===== src/rtl/twin_uart_pkg.sv =====
// Shared types for the UART transmit arbiter: FSM states, one-hot grant codes
// and the width rule for its saturating counters.
package twin_uart_pkg;

  typedef enum logic [2:0] {
    IDLE,
    LOAD,
    START,
    WAIT_HI,
    WAIT_LO
  } arb_state_e;

  localparam logic [1:0] GRANT_NONE = 2'b00;
  localparam logic [1:0] GRANT_REQ0 = 2'b01;
  localparam logic [1:0] GRANT_REQ1 = 2'b10;

  // Counter width able to hold limit-1 with a spare bit for saturation.
  function automatic int cnt_width(input int limit);
    return $clog2(limit) + 1;
  endfunction

endpackage


===== src/rtl/uart_tx_arbiter_rr_arb2.sv =====
// Two-way round-robin pick: a lone valid wins, a tie goes to the requester
// that was not served last.
module rr_arb2
  import twin_uart_pkg::*;
(
  input  logic       valid0,
  input  logic       valid1,
  input  logic       last_grant,
  output logic [1:0] winner
);

  always_comb begin
    // NOTE: default first, so every path assigns winner and no latch is inferred.
    winner = GRANT_NONE;
    if (valid0 && valid1) begin
      winner = last_grant ? GRANT_REQ0 : GRANT_REQ1;
    end else if (valid0) begin
      winner = GRANT_REQ0;
    end else if (valid1) begin
      winner = GRANT_REQ1;
    end
  end

endmodule


===== src/rtl/uart_tx_arbiter.sv =====
// Shares one UART transmitter between two byte-stream requesters, granting
// whole packets round-robin and sequencing each byte through start/busy.
module uart_tx_arbiter
  import twin_uart_pkg::*;
#(
  parameter int PKT_TIMEOUT   = 50000,
  parameter int BUSY_ACK_WAIT = 4
) (
  input  logic       i_clk_50m,
  input  logic       rst_n,
  input  logic       req0_valid,
  input  logic [7:0] req0_data,
  input  logic       req0_last,
  output logic       req0_ready,
  input  logic       req1_valid,
  input  logic [7:0] req1_data,
  input  logic       req1_last,
  output logic       req1_ready,
  output logic       tx_start,
  output logic [7:0] tx_data,
  input  logic       tx_busy,
  output logic [1:0] o_grant,
  output logic       o_abort,
  output logic       o_err_noack
);

  localparam int TO_W  = cnt_width(PKT_TIMEOUT);
  localparam int ACK_W = cnt_width(BUSY_ACK_WAIT);
  localparam logic [TO_W-1:0]  TO_LAST  = TO_W'(PKT_TIMEOUT - 1);
  localparam logic [ACK_W-1:0] ACK_LAST = ACK_W'(BUSY_ACK_WAIT - 1);

  arb_state_e       state;
  logic             last_grant;  // 1: req1 was the last requester served
  logic             is_last;
  logic [TO_W-1:0]  to_cnt;
  logic [ACK_W-1:0] ack_cnt;
  logic [1:0]       winner;
  logic             sel_valid;
  logic             sel_last;
  logic [7:0]       sel_data;

  rr_arb2 u_rr_arb2 (
    .valid0     (req0_valid),
    .valid1     (req1_valid),
    .last_grant (last_grant),
    .winner     (winner)
  );

  assign sel_valid = o_grant[1] ? req1_valid : req0_valid;
  assign sel_data  = o_grant[1] ? req1_data  : req0_data;
  assign sel_last  = o_grant[1] ? req1_last  : req0_last;

  assign req0_ready = (state == LOAD) && o_grant[0] && req0_valid;
  assign req1_ready = (state == LOAD) && o_grant[1] && req1_valid;

  // Decoded from the state register so the pulse appears two cycles after
  // valid and is cut the moment reset asserts.
  assign tx_start = (state == START) && !tx_busy;

  always_ff @(posedge i_clk_50m or negedge rst_n) begin
    if (!rst_n) begin
      state       <= IDLE;
      o_grant     <= GRANT_NONE;
      last_grant  <= 1'b1;
      is_last     <= 1'b0;
      tx_data     <= '0;
      to_cnt      <= '0;
      ack_cnt     <= '0;
      o_abort     <= 1'b0;
      o_err_noack <= 1'b0;
    end else begin
      // NOTE: non-blocking throughout, so every branch reads pre-edge state.
      o_abort <= 1'b0;
      case (state)
        IDLE: begin
          if (winner != GRANT_NONE) begin
            o_grant <= winner;
            to_cnt  <= '0;
            state   <= LOAD;
          end
        end
        LOAD: begin
          if (sel_valid) begin
            tx_data <= sel_data;
            is_last <= sel_last;
            to_cnt  <= '0;
            state   <= START;
          end else if (to_cnt == TO_LAST) begin
            o_abort    <= 1'b1;
            last_grant <= o_grant[1];
            o_grant    <= GRANT_NONE;
            state      <= IDLE;
          end else if (to_cnt != '1) begin
            to_cnt <= to_cnt + 1'b1;
          end
        end
        START: begin
          if (!tx_busy) begin
            ack_cnt <= '0;
            state   <= WAIT_HI;
          end
        end
        WAIT_HI: begin
          if (tx_busy) begin
            state <= WAIT_LO;
          end else if (ack_cnt == ACK_LAST) begin
            o_err_noack <= 1'b1;
            state       <= WAIT_LO;
          end else if (ack_cnt != '1) begin
            ack_cnt <= ack_cnt + 1'b1;
          end
        end
        WAIT_LO: begin
          if (!tx_busy) begin
            if (is_last) begin
              last_grant <= o_grant[1];
              o_grant    <= GRANT_NONE;
              state      <= IDLE;
            end else begin
              to_cnt <= '0;
              state  <= LOAD;
            end
          end
        end
        default: state <= IDLE;
      endcase
    end
  end

endmodule


===== config.mk =====
export PLATFORM = sky130hd
export DESIGN_NAME = uart_tx_arbiter
export DESIGN_NICKNAME = d
export VERILOG_FILES = /design/src/rtl/twin_uart_pkg.sv /design/src/rtl/uart_tx_arbiter_rr_arb2.sv /design/src/rtl/uart_tx_arbiter.sv
export SDC_FILE = /design/constraint.sdc
export NUM_CORES = 1
export LEC_CHECK = 0
export ABC_CLOCK_PERIOD_IN_PS = 4200
export CORE_MARGIN = 5
export CORE_UTILIZATION = 45
export CTS_CLUSTER_SIZE = 20
export DETAILED_ROUTE_END_ITERATION = 8
export PLACE_DENSITY = 0.78
export SYNTH_ARGS = -nofsm -noshare
export SYNTH_HDL_FRONTEND = slang
export SYNTH_SLANG_ARGS = --single-unit

===== constraint.sdc =====
create_clock -name i_clk_50m -period 4.2 [get_ports i_clk_50m]
set_input_delay 0.84 -clock i_clk_50m [delete_from_list [all_inputs] [get_ports i_clk_50m]]
set_output_delay 0.84 -clock i_clk_50m [all_outputs]
set_load 0.005 [all_outputs]

# Word level (Yosys, flattened, before mapping)
# Cells that the tools add are included.
[totals]
register_bits = 37
latch_bits = 0
ramBits = 0
romBits = 0
word_cells = 95
n_memories = 0
[op_classes]
addsub = 2
n_mul = 0
div_mod_pow = 0
order_cmp = 0
n_eq_ne = 22
shift = 0
muxes = 42
bitwise_logic = 1
reduce_logical = 19
[ops]
columns = ["cell", "n"]
rows = [
  ["$mux 17", 6],
  ["$pmux 17 s3", 1],
  ["$mux 3", 11],
  ["$mux 2", 9],
  ["$ne 2x2->1 const B", 9],
  ["$add 17x1->17 const B", 1],
  ["$eq 17x16->1 const B", 1],
  ["$ne 17x17->1 const B", 1],
  ["$pmux 3 s5", 1],
  ["$reduce_and 5->1", 3],
  ["$reduce_and 6->1", 2],
  ["$mux 1", 10],
  ["$eq 3x2->1 const B", 3],
  ["$ne 3x3->1 const B", 3],
  ["$mux 8", 1],
  ["$logic_and 1x1->1", 6],
  ["$ne 3x2->1 const B", 2],
  ["$pmux 2 s3", 1],
  ["$pmux 3 s2", 1],
  ["$reduce_bool 2->1", 3],
  ["$add 3x1->3 const B", 1],
  ["$eq 3x1->1 const B", 1],
  ["$eq 3x3->1 const B", 1],
  ["$logic_not 3->1", 1],
  ["7 further kinds", 7],
]

# Longest topological paths before layout
# Gate-level depths: netlist (run 1).
[depth]
ltp_word = 6
ltp_mapped = 12
depth_no_buf = 10

# Modules after synthesis
# From an unflattened synthesis (run 1), not the netlist that was laid out.
[hier_totals]
cells_unflattened = 226
area_unflattened_um2 = 2152.1
[by_module_without_submodules]
columns = ["module", "instances", "cells_each", "area_per_inst_um2", "seq_area_each_um2"]
rows = [
  ["uart_tx_arbiter", 1, 223, 2133.3, 927.1],
  ["rr_arb2", 1, 3, 18.8, 0.0],
]

# Worst setup path before layout (run 1)
# OpenSTA, ideal clock, no wires.
[synth_path]
path_type = "register -> register"
start = "reg to_cnt[0]"
end = "reg to_cnt[11]"
setup_time_ns = 0.110
arrival_ns = 1.937
required_time_ns = 4.090
path_slack_ns = 2.152
stages_incl_launch_ff = 12
n_path_buf = 1
synth_period_minus_slack_ns = 2.048
path_cell_list = "dfrtp_1 ha_1 nand3_1 nor2_1 nand3_1 nor2_1 ha_1 nand3_1 o211ai_1 clkbuf_1 o21ai_0 o41ai_1"
[synth_between]
elab_chain_cells = 5
[synth_rtl]
columns = ["item", "line_no", "source"]
rows = [
  ["start: declaration", "uart_tx_arbiter.sv:35", "logic [TO_W-1:0] to_cnt;"],
  ["start signal: assignment", "uart_tx_arbiter.sv:94", "to_cnt <= to_cnt + 1'b1;"],
  ["$add 17x1->17", "uart_tx_arbiter.sv:94", ""],
  ["$mux 17", "uart_tx_arbiter.sv:93", "end else if (to_cnt != '1) begin"],
  ["$mux 17", "uart_tx_arbiter.sv:88", "end else if (to_cnt == TO_LAST) begin"],
  ["$mux 17", "uart_tx_arbiter.sv:83", "if (sel_valid) begin"],
  ["$pmux 17 s3", "uart_tx_arbiter.sv:74", "case (state)"],
]
# Several ways; a longest one is shown, not always the timed one. The select of a mux whose other input is x is not followed.
# A chain may end at the register's enable or synchronous reset.

# Worst setup path after layout (run 1)
[layout_path]
start = "reg state[0]"
end = "out req0_ready"
[layout_between]
elab_chain_cells = 3
[layout_rtl]
columns = ["item", "line_no", "source"]
rows = [
  ["start: declaration", "uart_tx_arbiter.sv:32", "arb_state_e state;"],
  ["start signal: assignment", "uart_tx_arbiter.sv:62", "state <= IDLE;"],
  ["start signal: assignment", "uart_tx_arbiter.sv:79", "state <= LOAD;"],
  ["start signal: assignment", "uart_tx_arbiter.sv:87", "state <= START;"],
  ["$eq 3x1->1", "uart_tx_arbiter.sv:53", "assign req0_ready = (state == LOAD) && o_grant[0] && req0_valid;"],
  ["$logic_and 1x1->1 (2 in series)", "uart_tx_arbiter.sv:53", ""],
  ["end: declaration", "uart_tx_arbiter.sv:14", "output logic req0_ready,"],
]
# Every way passes these cells.

==> results.sh, run 1 <==
export IMPL_first_global_vias=1789
export IMPL_switching_share_pct=37.24
export IMPL_grt_overflow=0
export IMPL_p_sw_mw=0.5209
export IMPL_yosysMostFrequentCell="dfrtp_1"
export IMPL_cts_root_buffer="clkbuf_8"
export IMPL_path_clk_slew_ps=70
export IMPL_syn2layout_area_growth_pct=23.17
export IMPL_finalNonFillerCells=311
export IMPL_final_core_util_pct=58.02
export IMPL_p_leak_nw=1.090
export IMPL_rsz0062_at_grt="false"
export IMPL_tns_ps=0
export IMPL_synthAdderAreaFrac_pct=3.008
export IMPL_clkPwrFrac_pct=17.6
export IMPL_yosysTopAreaCellShare_pct=43.32
export IMPL_synth_top_family_by_area="compound AO/OA/AOI/OAI gates"
export IMPL_synth_top_area_cell="dfrtp_1"
export IMPL_ys_top_cells_by_count="dfrtp_1, o21ai_0, nand2_1"
export IMPL_cts_repair_resized=0
export IMPL_ant_nets=0
export IMPL_worstPathArrival_ps=2300
export IMPL_max_cap_viol_count=0
export IMPL_netlist_instances=224
export IMPL_rows=24
export IMPL_die_x_um=77.98
export IMPL_peakVddDrop_uv=389.2
export IMPL_first_iter_violations=120
export IMPL_cts_tree="yes"
export IMPL_post_route_period_util_pct=74.78
export IMPL_place_congestion=0.8222
export IMPL_synth_area_mux_share_pct=5.355
export IMPL_slew_headroom_pct=45.68
export IMPL_postCtsSetupRepairBufs=0
export IMPL_first_pass_iters=4
export IMPL_cpPeakStageDelay_ps=710
export IMPL_hold_buffers=0
export IMPL_min_period_ps=3141
export IMPL_clk_latency_ps=280
export IMPL_finClkSkew_ps=5.141
export IMPL_worstSetupPathType="reg2out"
export IMPL_synth_fp_nets=252
export IMPL_multi_input_area_mm2=0.001084
export IMPL_io_pins=38
export IMPL_async_reset_ff_share_pct=100.0
export IMPL_ys_seq_elements=37
export IMPL_netlist_area_mm2=0.002079
export IMPL_tightest_slew_ps=814.8
export IMPL_pwr_share_seq_pct=41.0
export IMPL_synth_xor_area_share_pct=0.4212
export IMPL_timing_fmax_ghz=0.3184
export IMPL_slew_violations=0
export IMPL_antenna_cells=0
export IMPL_yosys_warnings=0
export IMPL_vias=1814
export IMPL_synth_cell_type_count=47
export IMPL_routed_via_density=5.833
export IMPL_ys_top_cells_by_area="dfrtp_1, o21ai_0, mux2i_1"
export IMPL_fin_area_mm2=0.002561
export IMPL_wl_per_cell_um=15.04
export IMPL_worstHoldPathType="reg2reg"
export IMPL_seqCellArea_um2=927.1
export IMPL_pwr_density_cell_mw_per_mm2=546.1
export IMPL_critPathSlowestCell="dfrtp_1"
export IMPL_dieHeight_um=77.98
export IMPL_nets=287
export IMPL_cp_max_fo=21
export IMPL_startpoint_type="flop"
export IMPL_setup_viol=0
export IMPL_drcViolationCount=0
export IMPL_synthSimpleGateAreaFrac_pct=20.28
export IMPL_crit_path_cell_trace="nor3b_1, and3_1, clkdlybuf4s50_1"
export IMPL_place_area_mm2=0.002475
export IMPL_avgSynthCellArea_um2=9.283
export IMPL_dp_hpwl_mm=3.398
export IMPL_grt_usage_pct=16.43
export IMPL_drive_above_1_share_pct=5.792
export IMPL_coreArea_mm2=0.004414
export IMPL_synth_main_ff_cell="dfrtp_1"
export IMPL_cts_sink_count=37
export IMPL_grt_pass1_wl_mm=8.197
export IMPL_seq_area_frac_synth_pct=44.58
export IMPL_critical_path_required_ps=3360
export IMPL_cts_max_path_buffers=2
export IMPL_status="completed"
export IMPL_routed_wl_mm=4.676
export IMPL_port_buffers=37
export IMPL_cts_buffers=5
export IMPL_holdWs_ps=480.5
export IMPL_p_int_mw=0.8779
export IMPL_nFillCells=386
export IMPL_grt_max_degree=38
export IMPL_die_area_mm2=0.006081
export IMPL_initial_core_util_pct=47.11
export IMPL_synth_edff_count=0
export IMPL_p_comb_share_pct=41.4
export IMPL_htree_num_levels=2
export IMPL_antenna_found_initial=0
export IMPL_critPathCaptureType="primary output"
export IMPL_synth_compound_area_share_pct=23.04
export IMPL_finalHoldViolations=0
export IMPL_place_inst=304
worst max-delay path, delay by kind of cell (launching register included):
family | cells | cell delay, ps
simple gates | 2 | 810
buf+inv | 1 | 510
flops | 1 | 710
per-stage QoR:
stage,power (mW),setup WS (ps)
6_report,1.399,1059
5_1_grt,1.525,916.3
4_1_cts,1.418,1044
3_5_place_dp,1.165,1138
3_3_place_gp,1.146,1158
2_1_floorplan,0.9248,2152
power groups by stage:
stage          sequential, mW  clock [mW]  combinational, mW
3_5_place_dp            0.582           0              0.582
4_1_cts                 0.575       0.257              0.586
2_1_floorplan           0.510           0              0.415
5_1_grt                 0.595       0.274              0.656
3_3_place_gp            0.576           0              0.570
6_report                0.573       0.246              0.579
final timing paths:
| check | from | end | slack (ps) | depth (start not counted) |
|---|---|---|---|---|
| min in group asynchronous | rst_n | to_cnt[14] | 650 | 1 |
| max in group asynchronous | rst_n | tx_data[4] | 3040 | 1 |
| worst min register to register | tx_data[6] | tx_data[6] | 480 | 2 |
| worst max-delay path | state[0] | req0_ready | 1060 | 3 |
| worst min-delay path | tx_data[6] | tx_data[6] | 480 | 2 |
| worst max register to register | to_cnt[0] | to_cnt[0] | 1600 | 11 |
area by class of cell:
type,instances,share of cell area (%)
multi-input cells,171,42.31
flip-flops and latches,37,36.20
repair buffers,39,14.85
clock buffers,7,3.371
well taps,52,2.540
inverters,5,0.7328
placed cells by master (no fill, tap or decap), drive strengths merged, types with 6 or more instances in the layout:
| master | instances |
|---|---|
| dfrtp | 36 |
| clkdlybuf4s50 | 36 |
| clkbuf | 7 |
| a21oi | 10 |
| mux2i | 10 |
| a31oi | 6 |
| nor2 | 13 |
| o31ai | 7 |
| o21ai | 33 |
| nand3 | 10 |
| nand2 | 20 |
| a22o | 7 |
routing by layer:
metal | track usage [%] | share of wire (%) | vias up
met1 | 20.00 | 44 | 864
met2 | 28.05 | 51 | 37
met4 | 8.108 | 2.3 | 0
met5 | 0 | 0 | -
met3 | 2.662 | 2.7 | 9
li1 | - | - | 904
flip-flops by register name (all words and copies together) (netlist names):
signal,count
ack_cnt,3
is_last,1
last_grant,1
o_abort,1
o_err_noack,1
o_grant,2
state,3
to_cnt,17
tx_data,8
cell families (layout without fill, tap and decap cells):
group | Yosys count | in the layout
AO/OA/AOI/OAI | 76 | 76
AND/OR/NAND/NOR | 78 | 78
adder cells (fa/ha/maj) | 5 | 5
multiplexers | 11 | 11
XOR/XNOR | 1 | 1
buffers and inverters | 16 | 51
flip-flops | 37 | 37
(Power assumes the default switching activity.)
==> run 2: changes to the inputs <==
ABC_CLOCK_PERIOD_IN_PS = 2700   (was 4200)
PLACE_DENSITY = 0.81   (was 0.78)
clock period = 2.7 ns   (was 4.2 ns; I/O delays follow)
==> results.sh, run 2 (synthesized netlist as in run 1, its figures left out) <==
export IMPL_layout_common_cells="dfrtp_1, clkdlybuf4s50_1, o21ai_0"
export IMPL_slew_violations=0
export IMPL_dieHeight_um=77.98
export IMPL_critPathSlowestCell="clkdlybuf4s50_1"
export IMPL_port_buffers=37
export IMPL_first_global_vias=1767
export IMPL_dp_hpwl_mm=3.636
export IMPL_cp_common_cell="clkdlybuf4s50_1"
export IMPL_vias=1836
export IMPL_rsz0062_at_grt="false"
export IMPL_finClkSkew_ps=4.286
export IMPL_cp_top_family="buffers and inverters"
export IMPL_seqCellArea_um2=927.1
export IMPL_cts_buffers=5
export IMPL_largest_register_ffs=17
export IMPL_drive_above_1_share_pct=8.271
export IMPL_fin_total_pwr_mw=2.258
export IMPL_first_pass_iters=4
export IMPL_grt_pass1_wl_mm=8.549
export IMPL_crit_path_cell_trace="clkdlybuf4s50_1, nand2b_1, nor2_1, clkdlybuf4s50_1"
export IMPL_startpoint_type="input port"
export IMPL_place_area_mm2=0.002527
export IMPL_holdWs_ps=348.5
export IMPL_nets=294
export IMPL_syn2layout_area_growth_pct=25.69
export IMPL_tightest_slew_ps=820.4
export IMPL_coreArea_mm2=0.004414
export IMPL_grt_usage_pct=17.23
export IMPL_cts_sink_count=37
export IMPL_worstSetupPathType="in2out"
export IMPL_htree_num_levels=2
export IMPL_wl_per_cell_um=15.36
export IMPL_critical_path_required_ps=2160
export IMPL_cts_root_buffer="clkbuf_8"
export IMPL_status="completed"
export IMPL_cts_tree="yes"
export IMPL_die_x_um=77.98
export IMPL_first_iter_violations=115
export IMPL_worstPathArrival_ps=1910
export IMPL_tns_ps=0
export IMPL_min_period_ps=2446
export IMPL_routed_via_density=5.774
export IMPL_timing_fmax_ghz=0.4087
export IMPL_grt_max_degree=38
export IMPL_antenna_found_initial=0
export IMPL_clk_latency_ps=290
export IMPL_fin_area_mm2=0.002614
export IMPL_drcViolationCount=0
export IMPL_antenna_cells=0
export IMPL_largest_register="to_cnt"
export IMPL_cts_repair_resized=0
export IMPL_routed_wl_mm=4.884
export IMPL_die_area_mm2=0.006081
export IMPL_setup_viol=0
export IMPL_cts_max_path_buffers=2
export IMPL_rows=24
export IMPL_ant_nets=0
export IMPL_critPathCaptureType="primary output"
export IMPL_multi_input_area_mm2=0.001084
export IMPL_path_clk_slew_ps=70
export IMPL_io_pins=38
export IMPL_cp_max_fo=6
export IMPL_initial_core_util_pct=47.11
export IMPL_grt_overflow=0
export IMPL_post_route_period_util_pct=90.61
export IMPL_slew_headroom_pct=45.31
export IMPL_hold_buffers=0
export IMPL_cpPeakStageDelay_ps=510
export IMPL_place_congestion=0.8456
export IMPL_postCtsSetupRepairBufs=0
export IMPL_peakVddDrop_uv=509.0
export IMPL_place_inst=311
export IMPL_worstHoldPathType="in2async"
export IMPL_largestRegisters="to_cnt: 17 flops, tx_data: 8 flops"
export IMPL_max_cap_viol_count=0
export IMPL_pwr_density_cell_mw_per_mm2=863.8
export IMPL_p_leak_nw=1.125
export IMPL_nFillCells=384
export IMPL_finalNonFillerCells=318
export IMPL_cp_num_buf_inv=2
export IMPL_finalHoldViolations=0
-- run 2: changes by cell type in the layout (fill, tap and decap cells not counted), sizes merged --
cell,before,now
buf,3,10
-- run 2: final timing paths --
path                              end  slack [ps]  startpoint  depth (start not counted)
max                          tx_start         250     tx_busy                          4
min                         to_cnt[3]         350       rst_n                          1
min in group i_clk_50m     tx_data[4]         480  tx_data[4]                          2
max in group asynchronous  tx_data[0]        1830       rst_n                          1
max reg2reg                to_cnt[11]         330   to_cnt[7]                          9
min reg2reg                tx_data[4]         480  tx_data[4]                          2
-- run 2: report_power, final --
group | leakage [nW] | switching, mW | internal, mW
sequential | 0.488 | 0.130 | 0.699
clock | 0.0443 | 0.182 | 0.202
combinational | 0.593 | 0.528 | 0.516
total | 1.12 | 0.840 | 1.42
-- run 2: stage by stage --
stage | util, % | setup WS [ps]
detailed placement | 57.26 | 235.0
floorplan | - | 652.3
global placement | 57.26 | 266.7
finish | 59.21 | 253.5
global route | 59.21 | 17.56
CTS | 59.21 | 234.6
-- run 2: area by class of cell --
cell class              instances  area share, %
clock buffers                   7          3.303
inverters                       5         0.7180
multi-input cells             171          41.46
flip-flops and latches         37          35.47
well taps                      52          2.489
repair buffers                 46          16.56
-- run 2: metal layers --
layer	GRT usage, %	part of all wire, %
met5	0	0
met4	6.757	1.7
met3	4.398	4.1
met2	27.38	50
met1	22.48	44
-- run 2: worst register-to-register path, cell delays in order, from the launching register on --
cell and delay [ps]:
dfrtp_1 480, and4_1 310, nand3_1 140, inv_1 50, nand3_1 100, nor2_1 60
ha_1 190, nor4b_1 330, nand2_1 300, o41ai_1 310
